## src/rtl/div_seq_pkg.sv

```systemverilog
// Shared definitions for the sequential divider: FSM state encodings and the
// default datapath width used by the divider, multiplier and control unit.
package div_seq_pkg;

    localparam int DIV_WIDTH = 32;

    typedef enum logic [2:0] {
        S_IDLE  = 3'd0,
        S_SETUP = 3'd1,
        S_RUN   = 3'd2,
        S_FIXUP = 3'd3,
        S_ZERO  = 3'd4
    } state_t;

endpackage

```

## src/rtl/div_seq_abs.sv

```systemverilog
// Magnitude extractor: two's-complement absolute value when signed, pass-through
// otherwise; neg reports whether the operand was negated.
module div_seq_abs #(
    parameter int WIDTH = 32
) (
    input  logic [WIDTH-1:0] in,
    input  logic             is_signed,
    output logic [WIDTH-1:0] mag,
    output logic             neg
);

    assign neg = is_signed & in[WIDTH-1];
    assign mag = neg ? (~in + WIDTH'(1)) : in;

endmodule

```

## src/rtl/div_seq.sv

```systemverilog
// Restoring sequential divider, one quotient bit per cycle; quotient to lo,
// remainder to hi, with busy/done handshake, sticky divide-by-zero and abort.
module div_seq
    import div_seq_pkg::*;
#(
    parameter int WIDTH = DIV_WIDTH
) (
    input  logic             clk,
    input  logic             rst_n,
    input  logic [WIDTH-1:0] a,
    input  logic [WIDTH-1:0] b,
    input  logic             is_signed,
    input  logic             init,
    input  logic             stop,
    output logic [WIDTH-1:0] hi,
    output logic [WIDTH-1:0] lo,
    output logic             busy,
    output logic             done,
    output logic             divzero
);

    localparam int CNT_W = $clog2(WIDTH + 1);

    state_t           state;
    logic [WIDTH-1:0] a_r;
    logic [WIDTH-1:0] b_r;
    logic             sgn_r;
    logic [WIDTH-1:0] r;
    logic [WIDTH-1:0] q;
    logic [WIDTH-1:0] bm;
    logic             sq;
    logic             sr;
    logic [CNT_W-1:0] cnt;

    logic [WIDTH-1:0] mag_a;
    logic [WIDTH-1:0] mag_b;
    logic             neg_a;
    logic             neg_b;

    logic [WIDTH:0]   partial;
    logic [WIDTH+1:0] diff;
    logic             fits;
    logic [WIDTH-1:0] r_next;
    logic [WIDTH-1:0] q_next;

    div_seq_abs #(.WIDTH(WIDTH)) u_abs_a (
        .in        (a_r),
        .is_signed (sgn_r),
        .mag       (mag_a),
        .neg       (neg_a)
    );

    div_seq_abs #(.WIDTH(WIDTH)) u_abs_b (
        .in        (b_r),
        .is_signed (sgn_r),
        .mag       (mag_b),
        .neg       (neg_b)
    );

    // The shifted partial remainder keeps r's top bit, so it is WIDTH+1 bits
    // wide; one extra borrow bit makes the trial-subtract sign unambiguous.
    assign partial = {r, q[WIDTH-1]};
    assign diff    = {1'b0, partial} - {2'b00, bm};
    assign fits    = ~diff[WIDTH+1];
    assign r_next  = fits ? diff[WIDTH-1:0] : partial[WIDTH-1:0];
    assign q_next  = {q[WIDTH-2:0], fits};

    // NOTE: every register here is state, so all are written with <= and all
    // get a defined reset value -- nothing is left to power-up garbage.
    always_ff @(posedge clk or negedge rst_n) begin
        if (!rst_n) begin
            state   <= S_IDLE;
            a_r     <= '0;
            b_r     <= '0;
            sgn_r   <= 1'b0;
            r       <= '0;
            q       <= '0;
            bm      <= '0;
            sq      <= 1'b0;
            sr      <= 1'b0;
            cnt     <= '0;
            hi      <= '0;
            lo      <= '0;
            busy    <= 1'b0;
            done    <= 1'b0;
            divzero <= 1'b0;
        end else begin
            done <= 1'b0;
            if (stop) begin
                state   <= S_IDLE;
                hi      <= '0;
                lo      <= '0;
                divzero <= 1'b0;
                busy    <= 1'b0;
            end else begin
                case (state)
                    S_IDLE: begin
                        if (init) begin
                            a_r     <= a;
                            b_r     <= b;
                            sgn_r   <= is_signed;
                            divzero <= 1'b0;
                            busy    <= 1'b1;
                            state   <= (b == '0) ? S_ZERO : S_SETUP;
                        end
                    end
                    S_SETUP: begin
                        r     <= '0;
                        q     <= mag_a;
                        bm    <= mag_b;
                        sq    <= neg_a ^ neg_b;
                        sr    <= neg_a;
                        cnt   <= CNT_W'(WIDTH);
                        state <= S_RUN;
                    end
                    S_RUN: begin
                        r   <= r_next;
                        q   <= q_next;
                        cnt <= cnt - CNT_W'(1);
                        if (cnt == CNT_W'(1)) begin
                            state <= S_FIXUP;
                        end
                    end
                    S_FIXUP: begin
                        // Truncating division: remainder follows the dividend's sign.
                        lo    <= sq ? (~q + WIDTH'(1)) : q;
                        hi    <= sr ? (~r + WIDTH'(1)) : r;
                        done  <= 1'b1;
                        busy  <= 1'b0;
                        state <= S_IDLE;
                    end
                    S_ZERO: begin
                        hi      <= '0;
                        lo      <= '0;
                        divzero <= 1'b1;
                        done    <= 1'b1;
                        busy    <= 1'b0;
                        state   <= S_IDLE;
                    end
                    default: begin
                        busy  <= 1'b0;
                        state <= S_IDLE;
                    end
                endcase
            end
        end
    end

endmodule

```

## config.mk

```make
export PLATFORM = sky130hd
export DESIGN_NAME = div_seq
export DESIGN_NICKNAME = d
export VERILOG_FILES = /design/src/rtl/div_seq_pkg.sv /design/src/rtl/div_seq_abs.sv /design/src/rtl/div_seq.sv
export SDC_FILE = /design/constraint.sdc
export NUM_CORES = 1
export LEC_CHECK = 0
export ABC_AREA = 0
export CORE_AREA = 2 2 217 219
export DETAILED_ROUTE_END_ITERATION = 8
export DIE_AREA = 0 0 219 221
export SKIP_CTS_REPAIR_TIMING = 1
export SLEW_MARGIN = 25
export SYNTH_ARGS = -nofsm -noshare
export SYNTH_HDL_FRONTEND = slang
export SYNTH_SLANG_ARGS = --single-unit
```

## constraint.sdc

```tcl
create_clock -name clk -period 3.5 [get_ports clk]
set_clock_uncertainty 0.1 [all_clocks]
set_input_delay 0.7 -clock clk [delete_from_list [all_inputs] [get_ports clk]]
set_output_delay 0.7 -clock clk [all_outputs]
set_load 0.005 [all_outputs]
```

==> results of run 1 <==
==> how the worst min path moves through the flow <==
stage / start / end / slack (ns) / depth (start not counted)
floorplan: rst_n / a_r[0] / 0.30 / 0
global placement: lo[20] / lo[20] / 0.36 / 2
detailed placement: lo[0] / lo[0] / 0.37 / 2
CTS: rst_n / bm[5] / -0.02 / 1
global route: hi[14] / hi[14] / 0.40 / 2
finish: hi[26] / hi[26] / 0.37 / 2
==> tightest hold or removal path: stages (launching register included) <==
cell,delay (ns)
sky130_fd_sc_hd__dfrtp_1,0.34
sky130_fd_sc_hd__nand2_1,0.04
sky130_fd_sc_hd__o21ai_0,0.06
==> sequential cells by signal, summed over array words and instances, names as in the netlist, 3 cells and up <==
name and cells:
lo 32, state 3, hi 32, r 32, cnt 6, b_r 32, a_r 32, bm 32
q 32
==> through the flow <==
step / utilization / hold WS [ns] / instances / instance area (um^2) / setup slack, ns
4_1_cts: 0.3634 / -0.01972 / 2260 / 16740 / -0.03184
3_5_place_dp: 0.3437 / 0.3695 / 2212 / 15830 / 0.01151
6_report: 0.3640 / 0.3745 / 2262 / 16770 / 0.3333
5_1_grt: 0.3639 / 0.3966 / 2261 / 16760 / 0.04259
2_1_floorplan: - / 0.3044 / 1509 / 13640 / 0.4230
3_3_place_gp: 0.3437 / 0.3636 / 2212 / 15830 / 0.07652
==> cells in the mapped netlist, types with 9 or more instances <==
cell | n | area share
sky130_fd_sc_hd__dfrtp_1 | 239 | 0.44
sky130_fd_sc_hd__nand2_1 | 206 | 0.057
sky130_fd_sc_hd__o21ai_0 | 194 | 0.071
sky130_fd_sc_hd__a21oi_1 | 105 | 0.039
sky130_fd_sc_hd__nor2_1 | 94 | 0.026
sky130_fd_sc_hd__xor2_1 | 92 | 0.059
sky130_fd_sc_hd__clkbuf_1 | 68 | 0.019
sky130_fd_sc_hd__mux2_2 | 65 | 0.054
sky130_fd_sc_hd__xnor2_1 | 57 | 0.037
sky130_fd_sc_hd__inv_1 | 55 | 0.015
sky130_fd_sc_hd__ha_1 | 38 | 0.035
sky130_fd_sc_hd__nand3_1 | 36 | 0.013
sky130_fd_sc_hd__o31ai_1 | 33 | 0.018
sky130_fd_sc_hd__nor3_1 | 24 | 0.0088
sky130_fd_sc_hd__nor4_1 | 22 | 0.010
sky130_fd_sc_hd__or3_1 | 14 | 0.0064
sky130_fd_sc_hd__a21o_1 | 13 | 0.0072
sky130_fd_sc_hd__o41ai_1 | 13 | 0.0084
sky130_fd_sc_hd__a211oi_1 | 11 | 0.0061
sky130_fd_sc_hd__or4_1 | 10 | 0.0055
sky130_fd_sc_hd__buf_1 | 9 | 0.0025
sky130_fd_sc_hd__nor2b_1 | 9 | 0.0041
==> routing by layer <==
layer,wire (um),share of wire,track usage
met1,18650,0.52,0.2284
met4,765,0.021,0.04098
met5,26,0.00072,0
met2,14950,0.41,0.2128
met3,1774,0.049,0.02625
==> cells by family (layout without fill, tap and decap cells) <==
group / after synthesis / after routing
buffers and inverters: 134 / 279
AO/OA/AOI/OAI: 420 / 420
flip-flops: 239 / 239
AND/OR/NAND/NOR: 456 / 456
multiplexers: 72 / 72
other: 0 / 1
adder cells (fa/ha/maj): 39 / 39
XOR/XNOR: 149 / 149
==> cells in the final DEF, fill, tap and decap left out, types with 10 or more instances in the layout <==
cell type,count
sky130_fd_sc_hd__dfrtp_1,239
sky130_fd_sc_hd__nand2_1,206
sky130_fd_sc_hd__o21ai_0,193
sky130_fd_sc_hd__clkdlybuf4s50_1,134
sky130_fd_sc_hd__a21oi_1,105
sky130_fd_sc_hd__nor2_1,93
sky130_fd_sc_hd__xor2_1,92
sky130_fd_sc_hd__mux2_2,65
sky130_fd_sc_hd__xnor2_1,57
sky130_fd_sc_hd__inv_1,55
sky130_fd_sc_hd__ha_1,38
sky130_fd_sc_hd__buf_4,36
sky130_fd_sc_hd__nand3_1,33
sky130_fd_sc_hd__o31ai_1,33
sky130_fd_sc_hd__clkbuf_16,27
sky130_fd_sc_hd__nor3_1,23
sky130_fd_sc_hd__nor4_1,22
sky130_fd_sc_hd__or3_1,14
sky130_fd_sc_hd__a21o_1,12
sky130_fd_sc_hd__o41ai_1,12
sky130_fd_sc_hd__or4_1,10
sky130_fd_sc_hd__a211oi_1,10
==> where the power goes <==
part,internal [mW],total (mW),switching (mW)
Combinational,3.13,7.27,4.14
Clock,1.71,2.88,1.17
Sequential,3.51,4.54,1.03
Total,8.35,14.7,6.34
==> cell type report <==
class	instances	area (um^2)	share of cell area
inverter	55	206.4	0.01231
multi-input combinational	1136	7196	0.4292
sequential	239	5981	0.3567
antenna	1	2.502	0.0001493
timing repair buffer	176	1717	0.1024
tap	607	759.5	0.04530
clock inverter	11	121.4	0.007239
clock buffer	37	783.3	0.04672
==> out/summary.md, run 1 <==
The flow ran to the end, and the final reports show no timing, DRC or antenna violations. The synthesized instance count was 1,509. Pin placement for this block handled 136 I/O pins. Following the worst setup path forward leads to its endpoint at r[28]. Counting every sink on the clock net gives 239. Worst-margin pin slew: 0.9278 ns. Row generation in the floorplan step produced 79 rows. The congestion estimate from routability-driven global placement came to 0.8749. The total count of max-transition violations in the final report is 0, and the total via count in the routed design is 10.98k. Net count after synthesis: 1,617. The worst min-delay path category is reg2reg. The width of the die works out to 219 um. The number of synthesized register bits is 239, and the count of buffers from port buffering is 135. Power per cell area: 875.8 nW/um^2.

TritonCTS created 27 clock buffers. The tools report the number of distinct library cells after synthesis as 60. The area growth from synthesis to layout is 22.96%. For this run, the post-layout net count is 1,743. The startpoint identified for the worst register-to-register timing path is q[31]. The share of flip-flops with an asynchronous set or reset came out at 1.000.

The cell with the biggest individual delay on the critical path was sky130_fd_sc_hd__fa_1. During synthesis, Yosys emitted a total of 0 warnings. Power comes to 14.68 mW.

The tool flagged a number of max-cap violations equal to 0. Time the worst path needs with I/O delays and setup: 3.167 ns. The parity-gate share of the synthesized area counting xor and xnor cells was 0.09571; the depth of the most critical reg-to-reg path was 15. The run gives 1 as the deepest level of the CTS H-tree. The number of gates on the worst path with buffers counted came out at 15. The first global-routing pass estimated 58,660 um of wire.

The remaining design rule violation count is 0. The critical path starts at q[31]. The detailed router finished its first iteration with 658 violations. For the total routing usage reported by global routing, the log shows 0.1490. The number of global-route vias before repair was 10.61k; the aggregate global routing overflow was 0. Startpoint-to-endpoint class of the critical path: reg2reg.

Summed over all cells, the static leakage comes to 7.141 nW. For the detailed-router iteration count before antenna repair, the log shows 7. The destination of the worst register-to-register timing path is r[28]. Adding up every negative setup slack in the final design gives 0 ns.

TritonCTS built the clock tree. Among cell families on the critical path, the largest total delay comes from compound AO/OA/AOI/OAI gates. Die outline height: 221 um. After synthesis, the largest family of logic cells by area is compound AO/OA/AOI/OAI gates. In the synthesized netlist the dominant register cell turns out to be sky130_fd_sc_hd__dfrtp_1. The synthesized netlist occupies a cell area of 13,640 um^2. Post-route clock period utilization: 0.9048. In this design, the stage delay of the slowest critical-path cell is 0.43 ns. The multiplexer share of the synthesized area came out at 0.05882. CTS placed an instance of sky130_fd_sc_hd__clkbuf_16 at the clock tree root. After filler insertion, the fill cell instance count of the layout stands at 4,756. Of all nets on the critical path, the largest fanout is 4.

The layout cell share with drive strength beyond 1 was 0.1076; the peak supply drop was 402.8 uV. Detailed placement ended at an HPWL of 27,720 um. The buffers plus inverters on the worst setup path was 4; the clock-pin slew on the worst setup and hold paths was 0.07 ns. The source-to-sink clock delay at the later pin of the worst-skew pair was 0.57 ns; the die area was 48,400 um^2. Data arrives at the worst endpoint at 3.52 ns. The worst setup path is launched from a flip-flop. For this run, the top clock speed supported by timing is 315.8 MHz. No sink is reached through more buffers than the 3 on the longest clock path. The adder and majority cell fraction of the synthesized area came out at 0.03634. The final routed wirelength across all metal layers came out at 36,170 um. After detailed routing, the average wire length per cell comes to 15.99 um. The simple-gate share of the synthesized area came out at 0.1542. Setup repair after global routing left no endpoint under its margin. The critical path endpoint category is a flip-flop. Setup violations remaining at the end of the flow were counted as 0.

The logs give 0.4386 for the sequential cell area fraction in the yosys report and 3.85 ns for the data required time at the worst endpoint. The compound-gate portion of the synthesized area was 0.1788. The detail route stage leaves a number of antenna-violating nets equal to 0. The initial antenna violation count was 2; the post-detailed-route via-to-cell ratio was 4.855.

For the setup slack on the worst flop-to-flop path, the log shows 0.33 ns. Each instance of the synthesized netlist takes up on average 9.036 um^2. The maximum number of pins on one net before global-route repair is 88, and the area of the core is 46,060 um^2.

The critical path goes through inv_1 -> ha_1 -> inv_1 -> fa_1 -> a211oi_2 -> o21ai_2 -> a31oi_1 -> buf_4 -> nor3_1 -> nor3b_1 -> buf_4 -> o41ai_2 -> o221ai_1 -> xor2_1 -> o31ai_1. Final count of hold timing violations: 0. The run gives 0.2960 as the initial core utilization. In this run, synthesis inferred 0 flip-flops with an integrated enable. The remaining max-slew budget at the tightest pin was 0.3815.
Power figures use the tool's default switching activity.
==> run 2: changes to the inputs <==
--- a/config.mk
+++ b/config.mk
@@ -6,9 +6,9 @@
 export NUM_CORES = 1
 export LEC_CHECK = 0
 export ABC_AREA = 0
-export CORE_AREA = 2 2 217 219
+export CORE_AREA = 2 2 188 190
 export DETAILED_ROUTE_END_ITERATION = 8
-export DIE_AREA = 0 0 219 221
+export DIE_AREA = 0 0 190 192
 export SKIP_CTS_REPAIR_TIMING = 1
 export SLEW_MARGIN = 25
 export SYNTH_ARGS = -nofsm -noshare
==> run 2 against run 1 <==
  * Die area decreased by 25%
  * Count of clock-buffer cells in the layout increased by 2
  * Sequential share of layout area increased by 0.34 points
  * First-iteration DRC count increased by 4.9%
  * Cell area decreased by 0.96%
  * Combinational power decreased by 1%
  * Setup slack got worse by 0.083 ns
  * Core utilization increased by 12 points
  * Final cell count decreased by 6.9%
  * Critical endpoint unchanged
==> out/summary.md, run 2 (same netlist as run 1, synthesis figures left out) <==
The run finished with clean final reports. The time the worst path needs with I/O delays and setup is 3.250 ns (+0.08280 ns). The data arrival time of the critical path came out at 3.61 ns (+0.09 ns). The initial core utilization came out at 0.3977 (+0.1017). In this run the critical register-to-register path is launched from q[31]. Element type at the critical path start: a flip-flop. The worst-margin pin slew was 1.003 ns (+0.07483 ns).

The sink count of the clock tree is 239 (unchanged), and the total via count in the routed design is 11.05k (+0.63%). The die outline height works out to 192 um (-13%). The run gives 307.7 MHz (-2.5%) as the fmax. The tools report the critical path endpoint category as a flip-flop. The CTS buffer count is 27 (unchanged), and the depth of the most critical reg-to-reg path is 15 (unchanged). The tools report the maximum number of pins on one net before global-route repair as 88 (unchanged).

For the last weighted congestion value of the routability-driven placer, the log shows 0.8523 (-2.6%). The critical path starts at q[31]. The tools report the area of the core as 34,290 um^2 (-26%).

The final net count was 1,740 (-0.17%); the total routing usage reported by global routing was 0.1891 (+0.04002). The tools report the deepest clock path buffer count as 3 (unchanged). Setup repair after global routing left no endpoint under its margin. The tools report the source-to-sink clock delay at the later pin of the worst-skew pair as 0.55 ns (-0.02 ns).

Residual antenna-violating net count after detailed routing: 0 (unchanged). For the internal power of the cells, the log shows 8.475 mW (+1.5%). Wire length of the first global-routing pass: 56,340 um (-4.0%). The clock network fraction of design power was 0.205 (+0.009).

The logs give 0.307 (-0.002) for the sequential share of power and 0 (unchanged) for the max-cap check violation count. In the layout the commonest cells are sky130_fd_sc_hd__dfrtp_1, sky130_fd_sc_hd__nand2_1, sky130_fd_sc_hd__o21ai_0, sky130_fd_sc_hd__clkdlybuf4s50_1, sky130_fd_sc_hd__a21oi_1. Following the worst setup path forward leads to its endpoint at r[28]. The fraction of power spent switching nets was 0.4259 (-0.005706). The clock-pin slew on the worst setup and hold paths works out to 0.06 ns (about the same). The power per cell area is 888.9 nW/um^2 (+1.5%). The total count of max-transition violations in the final report was 0 (unchanged); the post-detailed-route via-to-cell ratio was 5.244 (+8.0%). The most frequent standard cell in the layout excluding fill and tap cells is sky130_fd_sc_hd__dfrtp_1.

The I/O pin count is 136 (unchanged). Count of buffers from port buffering: 135 (unchanged). The antenna diode count is 0 (-1), and the detail-routed net length per standard cell is 16.27 um (+1.7%). The tools report the setup violation total in the final timing report as 0 (unchanged). The worst register-to-register path ends at r[28]. The tools report the DRC marker count from the first detailed-route iteration as 690 (+4.9%). TritonCTS built the clock tree. The aggregate negative setup slack is 0 ns (unchanged). The initial antenna violation count came out at 0 (-2).

By startpoint and endpoint, the worst setup path is classified as reg2reg. The run gives 0 (unchanged) as the remaining design rule violation count. For the data required time at the worst endpoint, the log shows 3.86 ns (about the same). The peak supply drop is 374.7 uV (-7.0%), and the worst setup slack after layout is 0.2505 ns (-0.08280 ns). The setup slack after placement was 0.1997 ns (+0.1882 ns); the top fanout value on the critical path was 4 (unchanged).

Final routed wirelength across all metal layers: 34,270 um (-5.2%). The tools report the final count of hold timing violations as 0 (unchanged). Post-route clock period utilization: 0.9284 (+0.02366). The design area was 16,610 um^2 (-0.96%); the smallest hold slack was 0.02523 ns (-0.3493 ns). The net switching power of the design was 6.286 mW (-0.81%). The setup slack on the worst flop-to-flop path came out at 0.25 ns (-0.08 ns).

The logs give 25,460 um (-8.2%) for the placed wire-length estimate after detailed placement and 15,650 um^2 (-1.1%) for the instance area at placement. The min-delay analysis places its worst path in the category in2async. The leakage power figure is 7.155 nW (+0.19%). The width of the die came out at 190 um (-13%).

The layout cell share with drive strength beyond 1 was 0.1041 (-0.003502). For the die area, the log shows 36,480 um^2 (-25%). The deepest level of the CTS H-tree is 1 (unchanged).

The number of rows created at floorplan is 68 (-14%), and the remaining max-slew budget at the tightest pin is 0.3316 (-0.04989). The detailed-router iteration count before antenna repair is 4 (-3), and the number of global-route vias before repair is 10.47k (-1.3%). The relative contribution of combinational cells to total power was 0.487 (-0.008); the area added between synthesis and finish was 21.78%. The aggregate global routing overflow was 0 (unchanged). The cell at the root of the clock tree was sky130_fd_sc_hd__clkbuf_16.
## run 2: changes by cell type in the layout (fill, tap and decap cells not counted), sizes merged
cell	delta
dlygate4sd3	-1
diode	-1
inv	-1
clkinvlp	-1
clkinv	-1
bufinv	+2
buf	-2
clkbuf	+2
## run 2: worst min path at each step
stage / from / to / slack, ns / cells past startpoint
after floorplan: rst_n / a_r[0] / 0.30 / 0
after global placement: hi[12] / hi[12] / 0.36 / 2
after detailed placement: lo[11] / lo[11] / 0.37 / 2
after CTS: rst_n / b_r[5] / 0.03 / 1
after global routing: rst_n / b_r[7] / 0.06 / 1
final: rst_n / b_r[6] / 0.03 / 1
## run 2: metal layers
layer | GRT usage | part of all wire | vias up
met2 | 0.2607 | 0.39 | 230
met1 | 0.3063 | 0.54 | 5211
li1 | - | - | 5573
met3 | 0.02668 | 0.055 | 36
met5 | 0 | 0 | -
met4 | 0.04204 | 0.015 | 0
## run 2: power by group through the flow
| stage | registers [mW] | logic [mW] | clock network, mW |
|---|---|---|---|
| 3_5_place_dp | 4.57 | 7.17 | 0 |
| 4_1_cts | 4.52 | 7.19 | 3.10 |
| 2_1_floorplan | 4.23 | 5.46 | 0 |
| 5_1_grt | 4.67 | 8.18 | 3.22 |
| 6_report | 4.54 | 7.20 | 3.03 |
| 3_3_place_gp | 4.53 | 7.08 | 0 |
## run 2: critical path: stages (launching register included)
cell and delay (ns):
sky130_fd_sc_hd__dfrtp_1 0.34, sky130_fd_sc_hd__inv_1 0.08, sky130_fd_sc_hd__ha_1 0.22, sky130_fd_sc_hd__inv_1 0.07, sky130_fd_sc_hd__fa_1 0.23, sky130_fd_sc_hd__a211oi_1 0.11, sky130_fd_sc_hd__o21ai_1 0.25, sky130_fd_sc_hd__a31oi_1 0.12
sky130_fd_sc_hd__buf_4 0.16, sky130_fd_sc_hd__nor3_1 0.21, sky130_fd_sc_hd__nor3b_1 0.08, sky130_fd_sc_hd__buf_4 0.16, sky130_fd_sc_hd__o41ai_1 0.46, sky130_fd_sc_hd__o221ai_1 0.22, sky130_fd_sc_hd__xor2_1 0.17, sky130_fd_sc_hd__o31ai_1 0.19
## run 2: area by class of cell
class	instances	area [um^2]
Multi-Input combinational cell	1136	7178
Clock inverter	10	153.9
Inverter	55	206.4
Sequential cell	239	5981
Fill cell	3217	17680
Timing Repair Buffer	173	1717
Tap cell	455	569.3
Clock buffer	39	800.8
## run 2: stage by stage
| step | cells | total power, mW | util |
|---|---|---|---|
| after detailed placement | 2058 | 11.74 | 0.4565 |
| after global routing | 2107 | 16.06 | 0.4843 |
| after CTS | 2107 | 14.81 | 0.4843 |
| after global placement | 2058 | 11.62 | 0.4565 |
| after floorplan | 1509 | 9.691 | - |
| final | 2107 | 14.76 | 0.4843 |
